**src/rtl/mem_arbiter_if.sv**
```systemverilog
// Bundle of requester (IF, LS) and memory-side signals for the memory arbiter.
// slave = arbiter side, master = environment side (requesters + memory).
interface mem_arbiter_if #(
  parameter int ADDR_WIDTH = 32,
  parameter int DATA_WIDTH = 32
);
  logic                  if_req_valid;
  logic                  if_req_ready;
  logic [ADDR_WIDTH-1:0] if_addr;
  logic                  if_resp_valid;
  logic [DATA_WIDTH-1:0] if_rdata;

  logic                  ls_req_valid;
  logic                  ls_req_ready;
  logic [ADDR_WIDTH-1:0] ls_addr;
  logic                  ls_wen;
  logic [DATA_WIDTH-1:0] ls_wdata;
  logic [3:0]            ls_wmask;
  logic                  ls_resp_valid;
  logic [DATA_WIDTH-1:0] ls_rdata;

  logic                  resp_err;

  logic                  mem_req_valid;
  logic                  mem_req_ready;
  logic [ADDR_WIDTH-1:0] mem_addr;
  logic                  mem_wen;
  logic [DATA_WIDTH-1:0] mem_wdata;
  logic [3:0]            mem_wmask;
  logic                  mem_resp_valid;
  logic [DATA_WIDTH-1:0] mem_rdata;

  modport slave (
    input  if_req_valid, if_addr,
    input  ls_req_valid, ls_addr, ls_wen, ls_wdata, ls_wmask,
    input  mem_req_ready, mem_resp_valid, mem_rdata,
    output if_req_ready, if_resp_valid, if_rdata,
    output ls_req_ready, ls_resp_valid, ls_rdata, resp_err,
    output mem_req_valid, mem_addr, mem_wen, mem_wdata, mem_wmask
  );

  modport master (
    output if_req_valid, if_addr,
    output ls_req_valid, ls_addr, ls_wen, ls_wdata, ls_wmask,
    output mem_req_ready, mem_resp_valid, mem_rdata,
    input  if_req_ready, if_resp_valid, if_rdata,
    input  ls_req_ready, ls_resp_valid, ls_rdata, resp_err,
    input  mem_req_valid, mem_addr, mem_wen, mem_wdata, mem_wmask
  );
endinterface

```
**src/rtl/mem_arbiter.sv**
```systemverilog
// Shares one memory port between instruction fetch (IF) and load/store (LS).
// One transaction in flight: IDLE (arbitrate + buffer) -> REQ -> WAIT -> IDLE,
// with a watchdog that aborts with resp_err if memory never answers.
module mem_arbiter #(
  parameter int ADDR_WIDTH = 32,
  parameter int DATA_WIDTH = 32,
  parameter int TIMEOUT    = 255
) (
  input  logic clk,
  input  logic rst,
  mem_arbiter_if.slave bus
);
  typedef enum logic [1:0] {IDLE, REQ, WAIT} state_e;

  localparam logic [7:0] TO_CNT = 8'(TIMEOUT);
  localparam bit         WD_EN  = (TIMEOUT != 0);

  state_e                state_q, state_d;
  logic                  owner_q, owner_d;      // 0 = IF, 1 = LS
  logic                  prio_ls_q, prio_ls_d;  // contended tie goes to LS when set
  logic [ADDR_WIDTH-1:0] addr_q, addr_d;
  logic                  wen_q, wen_d;
  logic [DATA_WIDTH-1:0] wdata_q, wdata_d;
  logic [3:0]            wmask_q, wmask_d;
  logic [7:0]            wdog_q, wdog_d;

  logic                  grant_if, grant_ls, timeout;
  logic                  if_rdy, ls_rdy, mreq, resp_v, err;
  logic [DATA_WIDTH-1:0] rdata;

  // Next-state, arbitration, buffering and watchdog.
  always_comb begin
    state_d   = state_q;
    owner_d   = owner_q;
    prio_ls_d = prio_ls_q;
    addr_d    = addr_q;
    wen_d     = wen_q;
    wdata_d   = wdata_q;
    wmask_d   = wmask_q;
    wdog_d    = wdog_q;
    if_rdy    = 1'b0;
    ls_rdy    = 1'b0;
    mreq      = 1'b0;
    resp_v    = 1'b0;
    err       = 1'b0;
    rdata     = '0;
    grant_ls  = bus.ls_req_valid && (!bus.if_req_valid || prio_ls_q);
    grant_if  = bus.if_req_valid && (!bus.ls_req_valid || !prio_ls_q);
    timeout   = WD_EN && (wdog_q == TO_CNT);

    case (state_q)
      IDLE: begin
        ls_rdy = grant_ls;
        if_rdy = grant_if;
        if (grant_ls) begin
          addr_d  = bus.ls_addr;
          wen_d   = bus.ls_wen;
          wdata_d = bus.ls_wdata;
          wmask_d = bus.ls_wmask;
          owner_d = 1'b1;
          wdog_d  = '0;
          state_d = REQ;
          // loser of a contended grant gets the next tie
          if (bus.if_req_valid) prio_ls_d = 1'b0;
        end else if (grant_if) begin
          addr_d  = bus.if_addr;
          wen_d   = 1'b0;
          wdata_d = '0;
          wmask_d = 4'b0000;
          owner_d = 1'b0;
          wdog_d  = '0;
          state_d = REQ;
          if (bus.ls_req_valid) prio_ls_d = 1'b1;
        end
      end
      REQ: begin
        wdog_d = wdog_q + 8'd1;
        if (timeout) begin
          resp_v  = 1'b1;
          err     = 1'b1;
          state_d = IDLE;
        end else begin
          mreq = 1'b1;
          if (bus.mem_req_ready) state_d = WAIT;
        end
      end
      WAIT: begin
        wdog_d = wdog_q + 8'd1;
        // a real response in the timeout cycle beats the abort
        if (bus.mem_resp_valid) begin
          resp_v  = 1'b1;
          rdata   = bus.mem_rdata;
          state_d = IDLE;
        end else if (timeout) begin
          resp_v  = 1'b1;
          err     = 1'b1;
          state_d = IDLE;
        end
      end
      default: state_d = IDLE;
    endcase
  end

  // Output drive; everything is forced low while reset is held.
  always_comb begin
    bus.if_req_ready  = rst & if_rdy;
    bus.ls_req_ready  = rst & ls_rdy;
    bus.mem_req_valid = rst & mreq;
    bus.if_resp_valid = rst & resp_v & !owner_q;
    bus.ls_resp_valid = rst & resp_v & owner_q;
    bus.if_rdata      = (rst && resp_v && !owner_q) ? rdata : '0;
    bus.ls_rdata      = (rst && resp_v && owner_q)  ? rdata : '0;
    bus.resp_err      = rst & resp_v & err;
    bus.mem_addr      = rst ? addr_q  : '0;
    bus.mem_wen       = rst & wen_q;
    bus.mem_wdata     = rst ? wdata_q : '0;
    bus.mem_wmask     = rst ? wmask_q : 4'b0000;
  end

  // State register with synchronous active-low reset.
  always_ff @(posedge clk) begin
    if (!rst) begin
      state_q   <= IDLE;
      owner_q   <= 1'b0;
      prio_ls_q <= 1'b1;
      addr_q    <= '0;
      wen_q     <= 1'b0;
      wdata_q   <= '0;
      wmask_q   <= 4'b0000;
      wdog_q    <= '0;
    end else begin
      state_q   <= state_d;
      owner_q   <= owner_d;
      prio_ls_q <= prio_ls_d;
      addr_q    <= addr_d;
      wen_q     <= wen_d;
      wdata_q   <= wdata_d;
      wmask_q   <= wmask_d;
      wdog_q    <= wdog_d;
    end
  end
endmodule
```
**src/flat_wrapper.sv**
```systemverilog
// flat-port wrapper written by rule: the top's interface ports become plain ports
module mem_arbiter_flat 
#(
  parameter int ADDR_WIDTH = 32,
  parameter int DATA_WIDTH = 32,
  parameter int TIMEOUT    = 255
)
  (clk, rst, bus_if_req_valid, bus_if_addr, bus_ls_req_valid, bus_ls_addr, bus_ls_wen, bus_ls_wdata, bus_ls_wmask, bus_mem_req_ready, bus_mem_resp_valid, bus_mem_rdata, bus_if_req_ready, bus_if_resp_valid, bus_if_rdata, bus_ls_req_ready, bus_ls_resp_valid, bus_ls_rdata, bus_resp_err, bus_mem_req_valid, bus_mem_addr, bus_mem_wen, bus_mem_wdata, bus_mem_wmask);
  mem_arbiter_if #(.ADDR_WIDTH(ADDR_WIDTH), .DATA_WIDTH(DATA_WIDTH)) bus_i ();
  input  logic clk;
  input  logic rst;
  input wire logic [$bits(bus_i.if_req_valid)-1:0] bus_if_req_valid;
  input wire logic [$bits(bus_i.if_addr)-1:0] bus_if_addr;
  input wire logic [$bits(bus_i.ls_req_valid)-1:0] bus_ls_req_valid;
  input wire logic [$bits(bus_i.ls_addr)-1:0] bus_ls_addr;
  input wire logic [$bits(bus_i.ls_wen)-1:0] bus_ls_wen;
  input wire logic [$bits(bus_i.ls_wdata)-1:0] bus_ls_wdata;
  input wire logic [$bits(bus_i.ls_wmask)-1:0] bus_ls_wmask;
  input wire logic [$bits(bus_i.mem_req_ready)-1:0] bus_mem_req_ready;
  input wire logic [$bits(bus_i.mem_resp_valid)-1:0] bus_mem_resp_valid;
  input wire logic [$bits(bus_i.mem_rdata)-1:0] bus_mem_rdata;
  output wire logic [$bits(bus_i.if_req_ready)-1:0] bus_if_req_ready;
  output wire logic [$bits(bus_i.if_resp_valid)-1:0] bus_if_resp_valid;
  output wire logic [$bits(bus_i.if_rdata)-1:0] bus_if_rdata;
  output wire logic [$bits(bus_i.ls_req_ready)-1:0] bus_ls_req_ready;
  output wire logic [$bits(bus_i.ls_resp_valid)-1:0] bus_ls_resp_valid;
  output wire logic [$bits(bus_i.ls_rdata)-1:0] bus_ls_rdata;
  output wire logic [$bits(bus_i.resp_err)-1:0] bus_resp_err;
  output wire logic [$bits(bus_i.mem_req_valid)-1:0] bus_mem_req_valid;
  output wire logic [$bits(bus_i.mem_addr)-1:0] bus_mem_addr;
  output wire logic [$bits(bus_i.mem_wen)-1:0] bus_mem_wen;
  output wire logic [$bits(bus_i.mem_wdata)-1:0] bus_mem_wdata;
  output wire logic [$bits(bus_i.mem_wmask)-1:0] bus_mem_wmask;
  assign bus_i.if_req_valid = bus_if_req_valid;
  assign bus_i.if_addr = bus_if_addr;
  assign bus_i.ls_req_valid = bus_ls_req_valid;
  assign bus_i.ls_addr = bus_ls_addr;
  assign bus_i.ls_wen = bus_ls_wen;
  assign bus_i.ls_wdata = bus_ls_wdata;
  assign bus_i.ls_wmask = bus_ls_wmask;
  assign bus_i.mem_req_ready = bus_mem_req_ready;
  assign bus_i.mem_resp_valid = bus_mem_resp_valid;
  assign bus_i.mem_rdata = bus_mem_rdata;
  assign bus_if_req_ready = bus_i.if_req_ready;
  assign bus_if_resp_valid = bus_i.if_resp_valid;
  assign bus_if_rdata = bus_i.if_rdata;
  assign bus_ls_req_ready = bus_i.ls_req_ready;
  assign bus_ls_resp_valid = bus_i.ls_resp_valid;
  assign bus_ls_rdata = bus_i.ls_rdata;
  assign bus_resp_err = bus_i.resp_err;
  assign bus_mem_req_valid = bus_i.mem_req_valid;
  assign bus_mem_addr = bus_i.mem_addr;
  assign bus_mem_wen = bus_i.mem_wen;
  assign bus_mem_wdata = bus_i.mem_wdata;
  assign bus_mem_wmask = bus_i.mem_wmask;
  mem_arbiter #(.ADDR_WIDTH(ADDR_WIDTH), .DATA_WIDTH(DATA_WIDTH), .TIMEOUT(TIMEOUT)) u_core (.clk(clk), .rst(rst), .bus(bus_i));
endmodule
```
**config.mk**
```make
export PLATFORM = sky130hd
export DESIGN_NAME = mem_arbiter_flat
export DESIGN_NICKNAME = d
export VERILOG_FILES = /design/src/rtl/mem_arbiter_if.sv /design/src/rtl/mem_arbiter.sv /design/src/flat_wrapper.sv
export SDC_FILE = /design/constraint.sdc
export NUM_CORES = 1
export LEC_CHECK = 0
export ABC_AREA = 1
export BUFFER_PORTS_ARGS = -buffer_cell sky130_fd_sc_hd__buf_2
export CAP_MARGIN = 30
export CORE_AREA = 2 2 108 110
export DETAILED_ROUTE_END_ITERATION = 12
export DIE_AREA = 0 0 110 112
export PLACE_DENSITY = 0.76
export SLEW_MARGIN = 20
export SYNTH_ARGS = -nofsm -noshare
export SYNTH_HDL_FRONTEND = slang
export SYNTH_SLANG_ARGS = --single-unit
export TNS_END_PERCENT = 1
```
**constraint.sdc**
```tcl
create_clock -name clk -period 1.7 [get_ports clk]
set_input_delay 0.17 -clock clk [delete_from_list [all_inputs] [get_ports clk]]
set_output_delay 0.17 -clock clk [all_outputs]
set_load 0.02 [all_outputs]
```
-- After elaboration in Yosys (flattened, before gate mapping)
Cells that the tools add are included.
- $mul: 0
- reductions and logical operators: 20
- divide/modulo/power cells: 0
- muxes and demuxes: 39
- eq/ne operators: 7
- shifts and indexed selects: 0
- $lt $le $gt $ge: 0
- bitwise operators: 8
- add/subtract/negate cells: 1
- operator list (kind ; number):
    $mux W32 ; 10
    $mux W8 ; 2
    $pmux W8 S2 ; 1
    $mux W1 ; 14
    $mux W2 ; 6
    $mux W4 ; 3
    $add A8 B1 Y8 const B ; 1
    $and A1 B1 Y1 ; 8
    $eq A8 B8 Y1 const B ; 1
    $ne A3 B2 Y1 const B ; 2
    $pmux W2 S3 ; 1
    $reduce_bool A2 Y1 ; 3
    $logic_and A1 B1 Y1 ; 5
    $logic_not A1 Y1 ; 4
    $pmux W1 S2 ; 2
    $reduce_and A2 Y1 ; 2
    $reduce_and A4 Y1 ; 1
    $ne A3 B1 Y1 const B ; 1
    $reduce_and A3 Y1 ; 1
    $eq A2 B1 Y1 const B ; 1
    $eq A2 B2 Y1 const B ; 1
    $logic_not A2 Y1 ; 1
    $logic_or A1 B1 Y1 ; 2
    $ne A2 B2 Y1 const B ; 1
    $reduce_or A2 Y1 ; 1
- memories: 0
- logic and storage cells: 83
- output and inout bits: 139
- memory bits (read-only): 0
- register bits after elaboration: 81
- RAM bits: 0
- bits in latches: 0

-- Depth between registers and ports, before layout
Gate-level depths: netlist (run 1).
- depth in word-level cells: 7
- gate-level depth with buffers: 10
- mapped depth without buffers: 8

-- Worst setup path after synthesis (run 1)
Ideal clock, no wire load.
- kind: register to output
- start: reg u_core.state_q[0]
- end: out bus_if_rdata[22]
- cell stages (with the launch flop): 10
- buffers on the path: 1
- arrival time: 1610 ps
- slack: -80 ps
- path through: dfxtp_1 > inv_1 > ha_1 > nand2_1 > inv_1 > o21ai_1 > a21oi_4 > nand2_4 > buf_6 > nor2_1
- word-level cells in the longest chain between the ends: 5
- elaborated cells on any way between the ends: 7
- classes of those cells: 2 x eq/ne; 3 x mux; 2 x reduce/logical
- RTL lines (item ; RTL line ; text):
    start, declared ; mem_arbiter.sv:18 ; state_e state_q, state_d;
    start signal, assigned ; mem_arbiter.sv:132 ; state_q <= state_d;
    $eq A2 B2 Y1 / $eq A2 B1 Y1 (equally long branches) ; mem_arbiter.sv:51 ; case (state_q)
    $pmux W1 S2 ; mem_arbiter.sv:51 ;
    $logic_and A1 B1 Y1 (2 in series) ; mem_arbiter.sv:111 ; bus.if_rdata = (rst && resp_v && !owner_q) ? rdata : '0;
    $mux W32 * ; mem_arbiter.sv:111 ;
    end, declared ; flat_wrapper.sv:24 ; output wire logic [$bits(bus_i.if_rdata)-1:0] bus_if_rdata;
Mark *: on every way between the ends. The rest lies on a longest branch, timed or not.

-- Worst setup path after layout (run 1)
- start: reg u_core.state_q[0]
- end: out bus_if_rdata[4]
Same word-level chain as after synthesis.

==> results.yml, run 1 <==
synthesis:
  postSynthCellCount: 732
  netlist_top_cells_count: "nand2_1, inv_1, o21ai_0"
  seq_area_frac_synth_pct: 35.8
  synth_edf_count: 0
  ys_async_sr_fraction_pct: 0
  yosys_warnings: 0
  synth_ff_type: "dfxtp_1"
  yosysTopAreaCell: "dfxtp_1"
  synth_cell_type_count: 28
  synth_area_mm2: 0.00453
  syn-num-nets: 876
  synthTopCellsByArea: "dfxtp_1, nand2_1, inv_1"
  synth_top_cell_area_share_pct: 35.8
  syn_avg_cell_area_um2: 6.19
  yosysMostFrequentCell: "nand2_1"
  ys_ff_latch: 81
floorplan:
  rows: 39
  start_util_pct: 40.6
  die_w_um: 110
  die-area_mm2: 0.0123
  fp.dieH_um: 112
  ioPinCount: 278
  coreArea_mm2: 0.0112
worst_setup_path:
  reg2reg_from: "u_core.state_q[1]"
  crit_arrival_ns: 2.01
  path_max_fanout: 16
  crit_path_end_kind: "output port"
  startpoint_type: "register"
  path_class: "register to output port"
  ff2ff_path_depth: 10
  reg2reg_slack_ns: 0.17
  required_ns: 1.53
  r2r_end: "u_core.state_q[0]"
sta:
  setup_ws_ns: -0.475
  setup_viol: 67
  slew_headroom_pct: 71.0
  post-route-period-util_pct: 128
  min_period_ns: 2.18
  tightest_slew_ns: 0.435
  rsz0062_at_grt: "true"
  fmax_mhz: 460
  maxSlewViolCount: 0
  hold_violations: 0
  skew_ns: 0.00965
job:
  cap_violations: 0
place:
  placed_area_mm2: 0.00612
  port_buffers: 277
  gp_congestion: 0.804
  hpwl_um: 9990
  placedCellCount: 1132
global_routing:
  grt_overflow: 0
  antenna_found_initial: 3
  grt_use_total_pct: 21.4
  grt_pass1_vias: 4686
  grt_pass1_wl_um: 21000
  grt_max_degree: 108
routing:
  drt_first_pass_iters: 5
  routed_wl_um: 14200
  wl_per_cell_um: 12.3
  drtIter0Drc: 320
  vias: 5383
  drtAntennaViolNets: 0
  drc: 0
  viasPerCell: 4.65
clock_tree:
  cts_root_buf: "clkbuf_16"
  cts_max_level: 3
  clock_sinks: 81
  clk_pin_slew_ns: 0.07
  cts_made_buffers: 9
  cts_tree: "done"
  ctsHoldBuffers: 0
  clock_path_buffers: 2
  insertion_delay_ns: 0.33
finish:
  fin_nets: 1151
  drive_above_1_share_pct: 38.1
  multi_input_area_mm2: 0.00236
  n_fill_cell: 1009
  fin_area_mm2: 0.00698
  synthToLayoutAreaGrowth_pct: 53.9
  regArea_mm2: 0.00163
  fin_cells: 1157
pwr:
  power_density_mw_per_mm2: 1020
  p_leak_nw: 4.09
  total_power_mw: 7.14
  vdd_drop_max_v: 0.000621
run_status:
  failed_checks: "negative setup slack"
  outcome: "finished with violations"
worst_hold_path:
  hp-start: "bus_ls_wdata[25]"
  min_path_type: "primary input to register"
  min_delay_path_depth: 3
  min_to: "u_core.wdata_q[25]"
[report_power, final]
part	switching (mW)	internal [mW]
registers	0.227	2.34
clock network	0.791	1.04
logic	1.66	1.08
total	2.68	4.46
[cells in the final DEF (no fill, tap or decap), types with 2 or more instances in the layout]
cell type   count
buf_6          19
a21oi_4         2
a21oi_1         9
dfxtp_1        76
nand2_2         7
nor2_4          7
clkinvlp_4      2
nand2_4         2
clkinv_4        2
dfxtp_2         5
nor2_2         26
o21ai_0        98
o21bai_1       32
nor2_1         47
nand2_8         5
clkbuf_16       9
o21ai_1         8
ha_1            2
nand2_1       190
inv_6           2
diode_2         2
inv_1         150
buf_4          65
nor3_1          2
inv_2           6
buf_2         209
ha_4            2
nand3_1         8
buf_12          9
[logic make-up (layout without fill, tap and decap cells)]
| logic type | count (synthesis) | in the layout | synth area share, % |
|---|---|---|---|
| AO/OA/AOI/OAI | 152 | 152 | 18.9 |
| adder cells (fa/ha/maj) | 5 | 5 | 1.38 |
| buffers and inverters | 199 | 475 | 18.0 |
| flip-flops | 81 | 81 | 35.8 |
| other | 0 | 2 | 0 |
| AND/OR/NAND/NOR | 295 | 299 | 25.9 |
[per-layer routing]
metal	vias to the layer above	share of wire [%]	global-route usage [%]	wire, um
li1	2747	-	-	-
met1	2376	39	22.9	5580
met2	223	51	40.6	7280
met3	35	7.6	5.21	1090
met4	2	2.1	6.16	297
met5	-	0.049	0	7
[state kept, by name (all words and copies together) (netlist names)]
register          count
u_core.wdog_q         8
u_core.wdata_q       32
u_core.wmask_q        4
u_core.wen_q          1
u_core.state_q        2
u_core.owner_q        1
u_core.addr_q        32
u_core.prio_ls_q      1
[what timing repair did]
action                                 CTS  global route
buffers inserted                         3             0
setup endpoints to repair               70            70
gates cloned                             4             0
gates resized for setup                103            50
pin swaps                                5             2
endpoints found under the hold margin    0             0
[cell type report]
cell class                      count  area share [%]
Clock buffer                       10            3.42
Multi-Input combinational cell    456            33.8
Timing Repair Buffer              302            27.6
Tap cell                          143            2.56
Sequential cell                    81            23.3
Antenna cell                        2          0.0717
Clock inverter                      6           0.717
Inverter                          157            8.48
[how the worst max path moves through the flow]
stage | startpoint | endpoint | slack (ns)
3_5_place_dp | u_core.state_q[0] | bus_if_rdata[12] | -0.27
4_1_cts | u_core.state_q[0] | bus_ls_rdata[17] | -0.42
3_3_place_gp | u_core.state_q[0] | bus_if_rdata[12] | -0.19
5_1_grt | u_core.state_q[1] | bus_ls_rdata[8] | -0.52
2_1_floorplan | u_core.state_q[0] | bus_if_rdata[22] | -0.08
6_report | u_core.state_q[0] | bus_if_rdata[4] | -0.48
[per-stage QoR]
step           setup slack, ns  hold slack, ns  TNS [ns]  utilization, %
2_1_floorplan          -0.0802           0.283     -4.65               -
3_3_place_gp            -0.191           0.369     -4.26            54.8
3_5_place_dp            -0.270           0.372    -10.72            54.8
4_1_cts                 -0.416          0.0312    -24.18            61.1
5_1_grt                 -0.515          0.0375    -29.89            62.4
6_report                -0.475          0.0403    -25.17            62.5
[worst max-delay path, stage by stage (launching register included)]
cell	delay [ns]
dfxtp_2	0.33
inv_2	0.05
ha_4	0.26
nand2_2	0.05
inv_2	0.06
o21ai_2	0.07
a21oi_4	0.14
buf_12	0.14
buf_12	0.10
nand2_4	0.12
nor2_1	0.18
buf_4	0.17
(Power assumes the default switching activity.)
==> run 2, diff against run 1 <==
TNS_END_PERCENT = 5   (was 1)
==> results.yml, run 2 (synthesized netlist as in run 1, its figures left out) <==
run_status:
  outcome: "finished with violations"
  failed_checks: "negative setup slack"
finish:
  fin_nets: 1151
  reg_top3: "u_core.addr_q (32), u_core.wdata_q (32), u_core.wdog_q (8)"
  most-common-layout-cells: "buf_2, nand2_1, inv_1"
  final_util_pct: 63.0
  drive_above_1_share_pct: 38.1
  final_common_cell: "buf_2"
  n_fill_cell: 998
  synthToLayoutAreaGrowth_pct: 55.3
  multi_input_area_mm2: 0.00240
  fin_area_mm2: 0.00704
  regArea_mm2: 0.00163
floorplan:
  die_w_um: 110
  die-area_mm2: 0.0123
  start_util_pct: 40.6
  fp.dieH_um: 112
  coreArea_mm2: 0.0112
  rows: 39
  ioPinCount: 278
sta:
  rsz0062_at_grt: "true"
  slew_headroom_pct: 71.0
  setup_viol: 67
  maxSlewViolCount: 0
  hold_violations: 0
  tns_ns: -25.83
  fmax_mhz: 461
  skew_ns: 0.00995
  setup_ws_ns: -0.471
  post-route-period-util_pct: 128
  tightest_slew_ns: 0.436
  min_period_ns: 2.17
routing:
  drt_first_pass_iters: 5
  drc: 0
  wl_per_cell_um: 12.6
  vias: 5409
  viasPerCell: 4.68
  drtIter0Drc: 291
  drtAntennaViolNets: 0
  routed_wl_um: 14600
global_routing:
  grt_use_total_pct: 21.5
  grt_pass1_wl_um: 21100
  grt_max_degree: 108
  grt_pass1_vias: 4701
  grt_overflow: 0
  antenna_found_initial: 3
place:
  place_ws_ns: -0.270
  port_buffers: 277
  hpwl_um: 9990
  gp_congestion: 0.804
  placed_area_mm2: 0.00612
clock_tree:
  clk_pin_slew_ns: 0.07
  cts_root_buf: "clkbuf_16"
  cts_made_buffers: 9
  clock_sinks: 81
  cts_tree: "done"
  insertion_delay_ns: 0.33
  cts_max_level: 3
  ctsHoldBuffers: 0
  clock_path_buffers: 2
pwr:
  p_leak_nw: 4.09
  power_density_mw_per_mm2: 1020
  vdd_drop_max_v: 0.000621
worst_setup_path:
  path_max_fanout: 9
  crit_arrival_ns: 2.00
  crit_path_end_kind: "output port"
  required_ns: 1.53
  path_class: "register to output port"
  ff2ff_path_depth: 10
  startpoint_type: "register"
job:
  cap_violations: 0
worst_hold_path:
  min_delay_path_depth: 3
  min_path_type: "primary input to register"
==> run 2: final timing paths <==
path                            from                  to  slack [ns]
setup / recovery   u_core.state_q[0]    bus_ls_rdata[16]       -0.47
hold reg to reg   u_core.wdata_q[21]  u_core.wdata_q[21]        0.47
hold / removal      bus_ls_wdata[25]  u_core.wdata_q[25]        0.04
setup reg to reg   u_core.state_q[1]   u_core.state_q[0]        0.25
==> run 2: report_power, final <==
part	switching, mW	total [mW]	internal, mW
combinational	1.70	2.79	1.09
clock	0.791	1.84	1.04
sequential	0.219	2.55	2.33
==> run 2: stage by stage <==
| stage | cells | hold WS, ns | power (mW) |
|---|---|---|---|
| global placement | 1132 | 0.369 | 5.08 |
| detailed placement | 1132 | 0.372 | 5.13 |
| CTS | 1155 | 0.0312 | 7.16 |
| global route | 1156 | 0.0375 | 7.69 |
| finish | 1157 | 0.0395 | 7.18 |
| floorplan | 732 | 0.283 | 4.14 |
==> run 2: final cells by class <==
class,instances,area share [%]
sequential,81,23.1
clock inverter,6,0.711
clock buffer,10,3.39
tap,143,2.54
timing repair buffer,302,27.7
inverter,157,8.40
antenna,2,0.0711
multi-input combinational,456,34.1
==> run 2: routing by layer <==
metal / vias up / global-route usage, % / wire [um]
met5: - / 0 / 7
met4: 2 / 7.26 / 448
met3: 37 / 5.33 / 1200
met2: 226 / 40.0 / 7310
met1: 2395 / 23.1 / 5600
li1: 2749 / - / -
==> run 2: what timing repair did <==
item	CTS	global route
buffers inserted	3	0
gates resized for setup	112	54
gates cloned	4	0
hold endpoints to repair	0	0
pin swaps	6	4
endpoints found under the setup margin	70	70
==> run 2: critical path, cell delays in order (launching register included) <==
cell and delay [ns]:
dfxtp_2 0.33, inv_2 0.05, ha_4 0.26, nand2_2 0.05
inv_2 0.08, o21ai_4 0.07, a21oi_4 0.13, buf_12 0.14
buf_12 0.15, nand2_8 0.09, nor2_1 0.15, buf_4 0.17
